File: src/rtl/sr_input_conditioner.sv
// Turns two raw, bouncing set/reset inputs into clean one-cycle S/R pulses for an
// SR latch, arbitrating S/R conflicts and keeping a registered shadow of Q.
module sr_input_conditioner #(
  parameter int unsigned DB_CYCLES = 4,
  parameter int unsigned CNT_W     = 8
) (
  input  logic clk,
  input  logic rst_n,
  input  logic S_raw,
  input  logic R_raw,
  output logic S,
  output logic R,
  output logic Q,
  output logic Qn,
  output logic illegal
);

  localparam logic [CNT_W-1:0] CNT_LAST = CNT_W'(DB_CYCLES - 1);

  typedef enum logic [1:0] {
    HOLD_LOW,
    HOLD_HIGH,
    CONFLICT
  } state_t;

  // Channel 0 is set, channel 1 is reset.
  logic [1:0]       raw_v;
  logic [1:0]       sync1;
  logic [1:0]       sync2;
  logic [1:0]       db;
  logic [1:0]       db_d;
  logic [CNT_W-1:0] cnt [2];

  state_t state;
  logic   s_rise;
  logic   r_rise;

  assign raw_v = {R_raw, S_raw};

  always_ff @(posedge clk or negedge rst_n) begin
    if (!rst_n) begin
      sync1 <= '0;
      sync2 <= '0;
      db    <= '0;
      db_d  <= '0;
      for (int unsigned ch = 0; ch < 2; ch++) begin
        cnt[ch] <= '0;
      end
    end else begin
      sync1 <= raw_v;
      sync2 <= sync1;
      db_d  <= db;
      // A change is accepted only on its DB_CYCLES-th consecutive mismatched cycle.
      for (int unsigned ch = 0; ch < 2; ch++) begin
        if (sync2[ch] == db[ch]) begin
          cnt[ch] <= '0;
        end else if (cnt[ch] == CNT_LAST) begin
          db[ch]  <= sync2[ch];
          cnt[ch] <= '0;
        end else begin
          cnt[ch] <= cnt[ch] + CNT_W'(1);
        end
      end
    end
  end

  assign s_rise = db[0] & ~db_d[0];
  assign r_rise = db[1] & ~db_d[1];

  always_ff @(posedge clk or negedge rst_n) begin
    if (!rst_n) begin
      state   <= HOLD_LOW;
      S       <= 1'b0;
      R       <= 1'b0;
      Q       <= 1'b0;
      illegal <= 1'b0;
    end else begin
      S <= 1'b0;
      R <= 1'b0;
      case (state)
        HOLD_LOW, HOLD_HIGH: begin
          if (db[0] && db[1]) begin
            state   <= CONFLICT;
            illegal <= 1'b1;
          end else if (s_rise) begin
            S     <= 1'b1;
            Q     <= 1'b1;
            state <= HOLD_HIGH;
          end else if (r_rise) begin
            R     <= 1'b1;
            Q     <= 1'b0;
            state <= HOLD_LOW;
          end
        end
        CONFLICT: begin
          // Q was frozen on entry; leaving returns to the hold state it implies.
          if (!db[0] && !db[1]) begin
            illegal <= 1'b0;
            state   <= Q ? HOLD_HIGH : HOLD_LOW;
          end
        end
        default: begin
          state   <= HOLD_LOW;
          illegal <= 1'b0;
        end
      endcase
    end
  end

  assign Qn = ~Q;

endmodule

File: config.mk
export PLATFORM = sky130hd
export DESIGN_NAME = sr_input_conditioner
export DESIGN_NICKNAME = d
export VERILOG_FILES = /design/src/rtl/sr_input_conditioner.sv
export SDC_FILE = /design/constraint.sdc
export NUM_CORES = 1
export LEC_CHECK = 0
export BUFFER_PORTS_ARGS = -buffer_cell sky130_fd_sc_hd__buf_4
export CORE_MARGIN = 8
export CORE_UTILIZATION = 40
export DETAILED_ROUTE_END_ITERATION = 6
export GPL_ROUTABILITY_DRIVEN = 0
export SETUP_SLACK_MARGIN = 0.2
export SLEW_MARGIN = 10
export SYNTH_ARGS = -nofsm -noshare
export SYNTH_HDL_FRONTEND = slang
export SYNTH_SLANG_ARGS = --single-unit
File: constraint.sdc
create_clock -name clk -period 1.9 [get_ports clk]
set_input_delay 0.38 -clock clk [delete_from_list [all_inputs] [get_ports clk]]
set_output_delay 0.38 -clock clk [all_outputs]
set_load 0.02 [all_outputs]
== Word level (Yosys, flattened, before mapping) ==
Cells that the tools add are included.
Cells by class
  $add $sub $neg: 2
  equality and inequality tests: 9
  bitwise logic cells: 8
  reductions and logical operators: 12
  multiplexer cells: 22
Operators by type and width (number)
  $mux W8: 4
  $add A8 B1 Y8 const B: 2
  $eq A8 B2 Y1 const B: 2
  $mux W1: 12
  $mux W2: 4
  $reduce_and A2 Y1: 4
  $not A1 Y1: 6
  $ne A2 B2 Y1 const B: 2
  $ne A4 B4 Y1 const B: 1
  $pmux W2 S2: 1
  $reduce_and A3 Y1: 1
  $and A1 B1 Y1: 2
  $eq A1 B1 Y1: 2
  $eq A2 B1 Y1 const B: 1
  $eq A2 B2 Y1 const B: 1
  $logic_and A1 B1 Y1: 2
  $logic_not A1 Y1: 2
  $logic_not A2 Y1: 1
  $pmux W1 S2: 1
  $reduce_bool A2 Y1: 1
  $reduce_or A2 Y1: 1
Storage, ports and cells
  input bits: 4
  flip-flop bits (word level): 30
  output and inout bits: 5
  logic and storage cells: 65

== Logic depth before layout (Yosys ltp) ==
Gate-level depths: netlist (run 1).
  depth after elaboration: 6
  mapped depth: 4

== Worst setup path before layout (run 1) ==
No wires, ideal clock.
  path kind: register to register
  start point: reg cnt[8] (netlist name)
  end point: reg db[0]
  path buffers: 0
  stages on the path, launching flop included: 5
  data required time: 1.780 ns
  data arrival time: 1.242 ns
  period minus slack after synthesis: 1.362 ns
  slack: 0.538 ns
  library setup time: 0.120 ns
  cell sequence: dfrtp_1 > ha_1 > nor4b_1 > a21oi_1 > a31o_2
On the way
  cells in the longest elaborated chain, start to end: 2
Ends and longest elaborated chain
  start, declared: RTL line 32  | logic [CNT_W-1:0] cnt [2];
  start signal, assigned by index: RTL line 61  | cnt[ch] <= cnt[ch] + CNT_W'(1);
  $eq A8 B2 Y1: RTL line 57  | end else if (cnt[ch] == CNT_LAST) begin
  $reduce_and A2 Y1 (no source line)
  end signal, assigned by index: RTL line 58  | db[ch] <= sync2[ch];
  end, declared: RTL line 30  | logic [1:0] db;
Every way passes these cells.
A chain may end at the register's enable or synchronous reset.

== Worst setup path after layout (run 1) ==
  start point: reg cnt[0] (netlist name)
  end point: reg db[1]
Same word-level chain as after synthesis.

==> results of run 1 <==
==> synthesized netlist by cell type <==
master	instances	area share [%]
inv_1	7	2.0
buf_2	1	0.39
nand4_1	2	0.97
mux2_2	1	0.87
xor2_1	4	2.7
nand2_1	3	0.87
o21bai_1	2	1.2
nor3_1	3	1.2
nand2b_1	1	0.49
a31o_2	1	0.68
or3_1	6	2.9
nor2b_1	3	1.5
o21ai_0	8	3.1
xnor2_1	4	2.7
a21oi_1	7	2.7
a21o_2	1	0.68
nor2_1	10	2.9
nor4b_1	2	1.4
nor3b_1	1	0.58
nor4b_2	1	1.2
dfrtp_1	30	58
ha_1	4	3.9
nand3_1	8	3.1
o2bb2ai_1	2	1.4
a22o_1	2	1.4
a21o_1	1	0.58
a31oi_1	1	0.49
==> final timing paths <==
path	startpoint	endpoint	slack, ns	cells past startpoint
hold reg to reg	sync1[0]	sync2[0]	0.35	0
max in group asynchronous	rst_n	Q	1.11	2
min in group asynchronous	rst_n	illegal	0.52	2
hold / removal	R_raw	sync1[1]	0.16	1
setup reg to reg	cnt[0]	db[1]	0.54	4
setup / recovery	cnt[0]	db[1]	0.54	4
==> power by group <==
group / switching, uW / total (uW) / internal (uW)
sequential: 173 / 953 / 780
clock: 201 / 340 / 139
combinational: 290 / 545 / 255
total: 664 / 1840 / 1170
==> routing by layer <==
layer  up-vias  wire length [um]  global-route usage [%]
met5         -                 0                       0
met4         0                54                    6.22
met3         6               114                    4.40
met2        15              1030                    14.7
met1       438               997                    10.4
li1        434                 -                       -
==> kinds of logic after synthesis <==
family	count (synthesis)	synth area share, %
and+or+nand+nor	40	17.0
DFF	30	58.3
adders and majority gates	4	3.88
AOI/OAI and AO/OA	25	12.1
buffers and inverters	8	2.43
xor gates and xnor gates	8	5.44
muxes	1	0.874
==> worst max-delay path, cell delays in order, from the launching register on <==
cell	delay, ns
dfrtp_1	0.44
ha_1	0.24
nor4b_2	0.16
nand2_1	0.07
mux2_2	0.33
==> state kept, by name, indices dropped and copies added, names as in the netlist <==
name,count
db,2
Q,1
sync2,2
db_d,2
state,2
R,1
S,1
cnt,16
sync1,2
illegal,1
==> area by class of cell <==
class                   instances  share of cell area (%)
flip-flops and latches         30                    51.4
multi-input cells              78                    35.1
repair buffers                  9                    4.80
well taps                      44                    3.77
clock buffers                   7                    3.08
inverters                       7                    1.80
==> repair_timing <==
| action | in CTS | in global routing |
|---|---|---|
| hold buffers | 1 | 0 |
| hold endpoints to repair | 30 | 0 |
| resized for setup | 0 | 1 |
| endpoints found under the setup margin | 0 | 8 |
==> through the flow <==
| stage | hold WS (ns) | cell area (um^2) | utilization, % | std cells |
|---|---|---|---|---|
| floorplan | 0.0844 | 1290 | - | 116 |
| global placement | 0.322 | 1400 | 45.8 | 167 |
| detailed placement | 0.328 | 1400 | 45.8 | 167 |
| CTS | 0.141 | 1450 | 47.6 | 175 |
| global route | 0.134 | 1460 | 47.8 | 175 |
| finish | 0.164 | 1460 | 47.8 | 175 |
==> flow_metrics.env, run 1 <==
export IMPL_synthDistinctLibCells=27
export IMPL_slew_violations=0
export IMPL_post_cts_buffers=0
export IMPL_synthCells=116
export IMPL_grt_pass1_wl_um=3870
export IMPL_die_area_mm2=0.00529
export IMPL_grt_start_max_net_pins=31
export IMPL_route_detailed_wl_per_inst_um=12.5
export IMPL_dr_pass1_iters=4
export IMPL_max_freq_mhz=737
export IMPL_outcome="complete, no violations"
export IMPL_path_max_fanout=6
export IMPL_cts_inserted_buffers=5
export IMPL_layout_common_cells="30 x dfrtp_1, 10 x nor2_1, 8 x o21ai_0, 8 x nand3_1, 8 x buf_4"
export IMPL_syn_area_mm2=0.00129
export IMPL_dpl_worst_slack_ns=0.403
export IMPL_finClkSkew_ns=0.00789
export IMPL_placement_io_buffers=8
export IMPL_cp_required_ns=2.11
export IMPL_initial_core_util_pct=42.2
export IMPL_final_hold_violation_count=0
export IMPL_routed_wl_um=2200
export IMPL_hp_class="primary input to flip-flop"
export IMPL_ys_ff_latch=30
export IMPL_htreeDepth=2
export IMPL_grt_remaining_overflow=0
export IMPL_cp_start_kind="flip-flop"
export IMPL_synth_warnings=0
export IMPL_cts_sinks=30
export IMPL_worstMarginPinSlew_ns=0.440
export IMPL_synth_seq_area_share_pct=58.3
export IMPL_p_leak_uw=0.000643
export IMPL_p_total_uw=1840
export IMPL_filler_cell_count=302
export IMPL_die_w_um=72.8
export IMPL_dpl_hpwl_um=1530
export IMPL_drt_iter0_drc=65
export IMPL_period_minus_slack_ns=1.36
export IMPL_rsz0062_at_grt="no"
export IMPL_clk_pin_slew_worst_paths_ns=0.08
export IMPL_drc_errors=0
export IMPL_core_rowCount=20
export IMPL_ir_drop_mv=0.497
export IMPL_drv_cap=0
export IMPL_drive_above_1_share_pct=13.7
export IMPL_final_setup_viol_count=0
export IMPL_grt_pass1_vias=850
export IMPL_avgSynthCellArea_um2=11.1
export IMPL_regArea_um2=751
export IMPL_power_density_mw_per_mm2=1260
export IMPL_num_vias=893
export IMPL_fin_tns_setup_ns=0
export IMPL_antenna_found_initial=0
export IMPL_path_class="flip-flop to flip-flop"
export IMPL_syn2layout_area_growth_pct=13.3
export IMPL_core_region_area_mm2=0.00305
export IMPL_die_y_um=72.8
export IMPL_multi_input_area_um2=513
export IMPL_worstPathArrival_ns=1.56
export IMPL_slew_headroom_pct=70.2
export IMPL_cts_buffer_depth=2
export IMPL_worst_slack_ns=0.543
export IMPL_post_drt_via_cell_ratio=5.10
export IMPL_num_antenna_cells=0
export IMPL_cts_tree="built"
export IMPL_period_share_pct=71.4
export IMPL_layout_commonest_cell="dfrtp_1"
export IMPL_fin_nets=139
export IMPL_ant_nets=0
export IMPL_root_buffer="clkbuf_4"
export IMPL_num_io_pins=9
export IMPL_mappedNetlistNets=124
export IMPL_worstSkewPairLatency_ns=0.32
export IMPL_grt_usage_pct=9.60
export IMPL_worstSetupEndpointType="flip-flop"
(Power assumes the default switching activity.)
==> run 2: changes to the inputs <==
==> constraint.sdc (replaced) <==
create_clock -name clk -period 1.4 [get_ports clk]
set_input_delay 0.28 -clock clk [delete_from_list [all_inputs] [get_ports clk]]
set_output_delay 0.28 -clock clk [all_outputs]
set_load 0.02 [all_outputs]
==> flow_metrics.env, run 2 (synthesized netlist as in run 1, its figures left out) <==
export IMPL_outcome="complete, no violations"
export IMPL_slew_headroom_pct=74.4
export IMPL_cts_inserted_buffers=5
export IMPL_p_leak_uw=0.000725
export IMPL_drc_errors=0
export IMPL_max_freq_mhz=794
export IMPL_root_buffer="clkbuf_4"
export IMPL_fin_nets=150
export IMPL_grt_usage_pct=10.4
export IMPL_placement_io_buffers=8
export IMPL_cp_required_ns=1.62
export IMPL_period_share_pct=89.9
export IMPL_cp_slowest_cell="dfrtp_1"
export IMPL_p_switching_uw=1030
export IMPL_worstMarginPinSlew_ns=0.381
export IMPL_cts_sinks=30
export IMPL_combPwrFrac_pct=31.9
export IMPL_grt_remaining_overflow=0
export IMPL_cts_buffer_depth=2
export IMPL_largest_reg_flops=16
export IMPL_p_total_uw=3240
export IMPL_worstSkewPairLatency_ns=0.32
export IMPL_worstPathCellList="ha_2 > nor4b_4 > a21oi_1 > a31o_2"
export IMPL_reg2reg_to="db[0]"
export IMPL_syn2layout_area_growth_pct=30.5
export IMPL_p_int_uw=2210
export IMPL_path_delay_family="flip-flops"
export IMPL_grt_start_max_net_pins=31
export IMPL_drt_iter0_drc=76
export IMPL_hp_class="primary input to flip-flop"
export IMPL_dr_pass1_iters=4
export IMPL_finClkSkew_ns=0.0101
export IMPL_die_y_um=72.8
export IMPL_num_vias=962
export IMPL_layout_commonest_cell="dfrtp_1"
export IMPL_core_rowCount=20
export IMPL_antenna_found_initial=0
export IMPL_cp_depth=4
export IMPL_num_antenna_cells=0
export IMPL_ir_drop_mv=0.973
export IMPL_htreeDepth=2
export IMPL_path_class="flip-flop to flip-flop"
export IMPL_p_seq_share_pct=39.7
export IMPL_worstPathArrival_ns=1.48
export IMPL_path_max_fanout=3
export IMPL_post_drt_via_cell_ratio=5.14
export IMPL_cp_num_buf_inv=0
export IMPL_dpl_hpwl_um=1560
export IMPL_route_detailed_wl_per_inst_um=13.0
export IMPL_clkPwrFrac_pct=28.3
export IMPL_reg2reg_depth=4
export IMPL_r2r_start="cnt[8]"
export IMPL_clk_pin_slew_worst_paths_ns=0.11
export IMPL_die_area_mm2=0.00529
export IMPL_endpoint="db[0]"
export IMPL_ff2ff_setup_slack_ns=0.14
export IMPL_drive_above_1_share_pct=32.9
export IMPL_layout_common_cells="26 x dfrtp_1, 16 x buf_4, 8 x o21ai_0, 8 x nand3_1, 7 x nor2_1"
export IMPL_cpPeakStageDelay_ns=0.39
export IMPL_startpoint="cnt[8]"
export IMPL_cp_start_kind="flip-flop"
export IMPL_die_w_um=72.8
export IMPL_drv_cap=0
export IMPL_final_setup_viol_count=0
export IMPL_grt_pass1_wl_um=4280
export IMPL_ant_nets=0
export IMPL_initial_core_util_pct=42.2
export IMPL_final_hold_violation_count=0
export IMPL_period_minus_slack_ns=1.26
export IMPL_routed_wl_um=2430
export IMPL_p_sw_share_pct=31.7
export IMPL_power_density_mw_per_mm2=1930
export IMPL_rsz0062_at_grt="yes"
export IMPL_grt_pass1_vias=923
export IMPL_fin_tns_setup_ns=0
export IMPL_worstSetupEndpointType="flip-flop"
export IMPL_cts_tree="built"
export IMPL_slew_violations=0
export IMPL_num_io_pins=9
export IMPL_core_region_area_mm2=0.00305
export IMPL_top_register="cnt"
-- run 2: repair_timing --
action / CTS / global route
endpoints found under the hold margin: 30 / 0
pin swaps: 10 / 6
hold buffers: 1 / 0
gates resized for setup: 6 / 12
buffers inserted: 8 / 3
setup endpoints to repair: 18 / 21
-- run 2: stage by stage --
step	std cells	hold WS (ns)	cell area, um^2	setup WS, ns	utilization [%]
2_1_floorplan	116	-0.0156	1320	0.166	-
3_3_place_gp	167	0.224	1430	0.116	46.7
3_5_place_dp	167	0.229	1430	0.0953	46.7
4_1_cts	184	0.0416	1620	0.147	53.0
5_1_grt	187	0.0283	1680	0.0803	55.1
6_report	187	0.0568	1680	0.141	55.1
-- run 2: area by class of cell --
class,instances,area [um^2]
multi-input combinational,78,569
timing repair buffer,20,164
fill,264,1370
tap,44,55.1
inverter,7,26.3
clock inverter,2,60.1
sequential,30,756
clock buffer,6,51.3
-- run 2: how the worst min path moves through the flow --
stage / startpoint / endpoint / slack [ns] / depth (start not counted)
2_1_floorplan: rst_n / Q / -0.02 / 0
3_3_place_gp: rst_n / cnt[10] / 0.22 / 1
3_5_place_dp: rst_n / cnt[15] / 0.23 / 1
4_1_cts: R_raw / sync1[1] / 0.04 / 1
5_1_grt: R_raw / sync1[1] / 0.03 / 1
6_report: R_raw / sync1[1] / 0.06 / 1
-- run 2: metal layers --
layer	GRT usage (%)	part of all wire, %	routed length, um	vias up
met5	0	0	0	-
met4	4.67	1.2	29	0
met3	3.57	4.1	99	4
met2	17.0	50	1210	14
met1	12.0	45	1090	481
li1	-	-	-	463
-- run 2: power by group through the flow --
stage / clock, uW / combinational (uW) / sequential [uW]
after global routing: 979 / 1140 / 1320
after CTS: 941 / 929 / 1270
final: 918 / 1030 / 1290
after detailed placement: 0 / 752 / 1310
after global placement: 0 / 748 / 1300
after floorplan: 0 / 517 / 1300
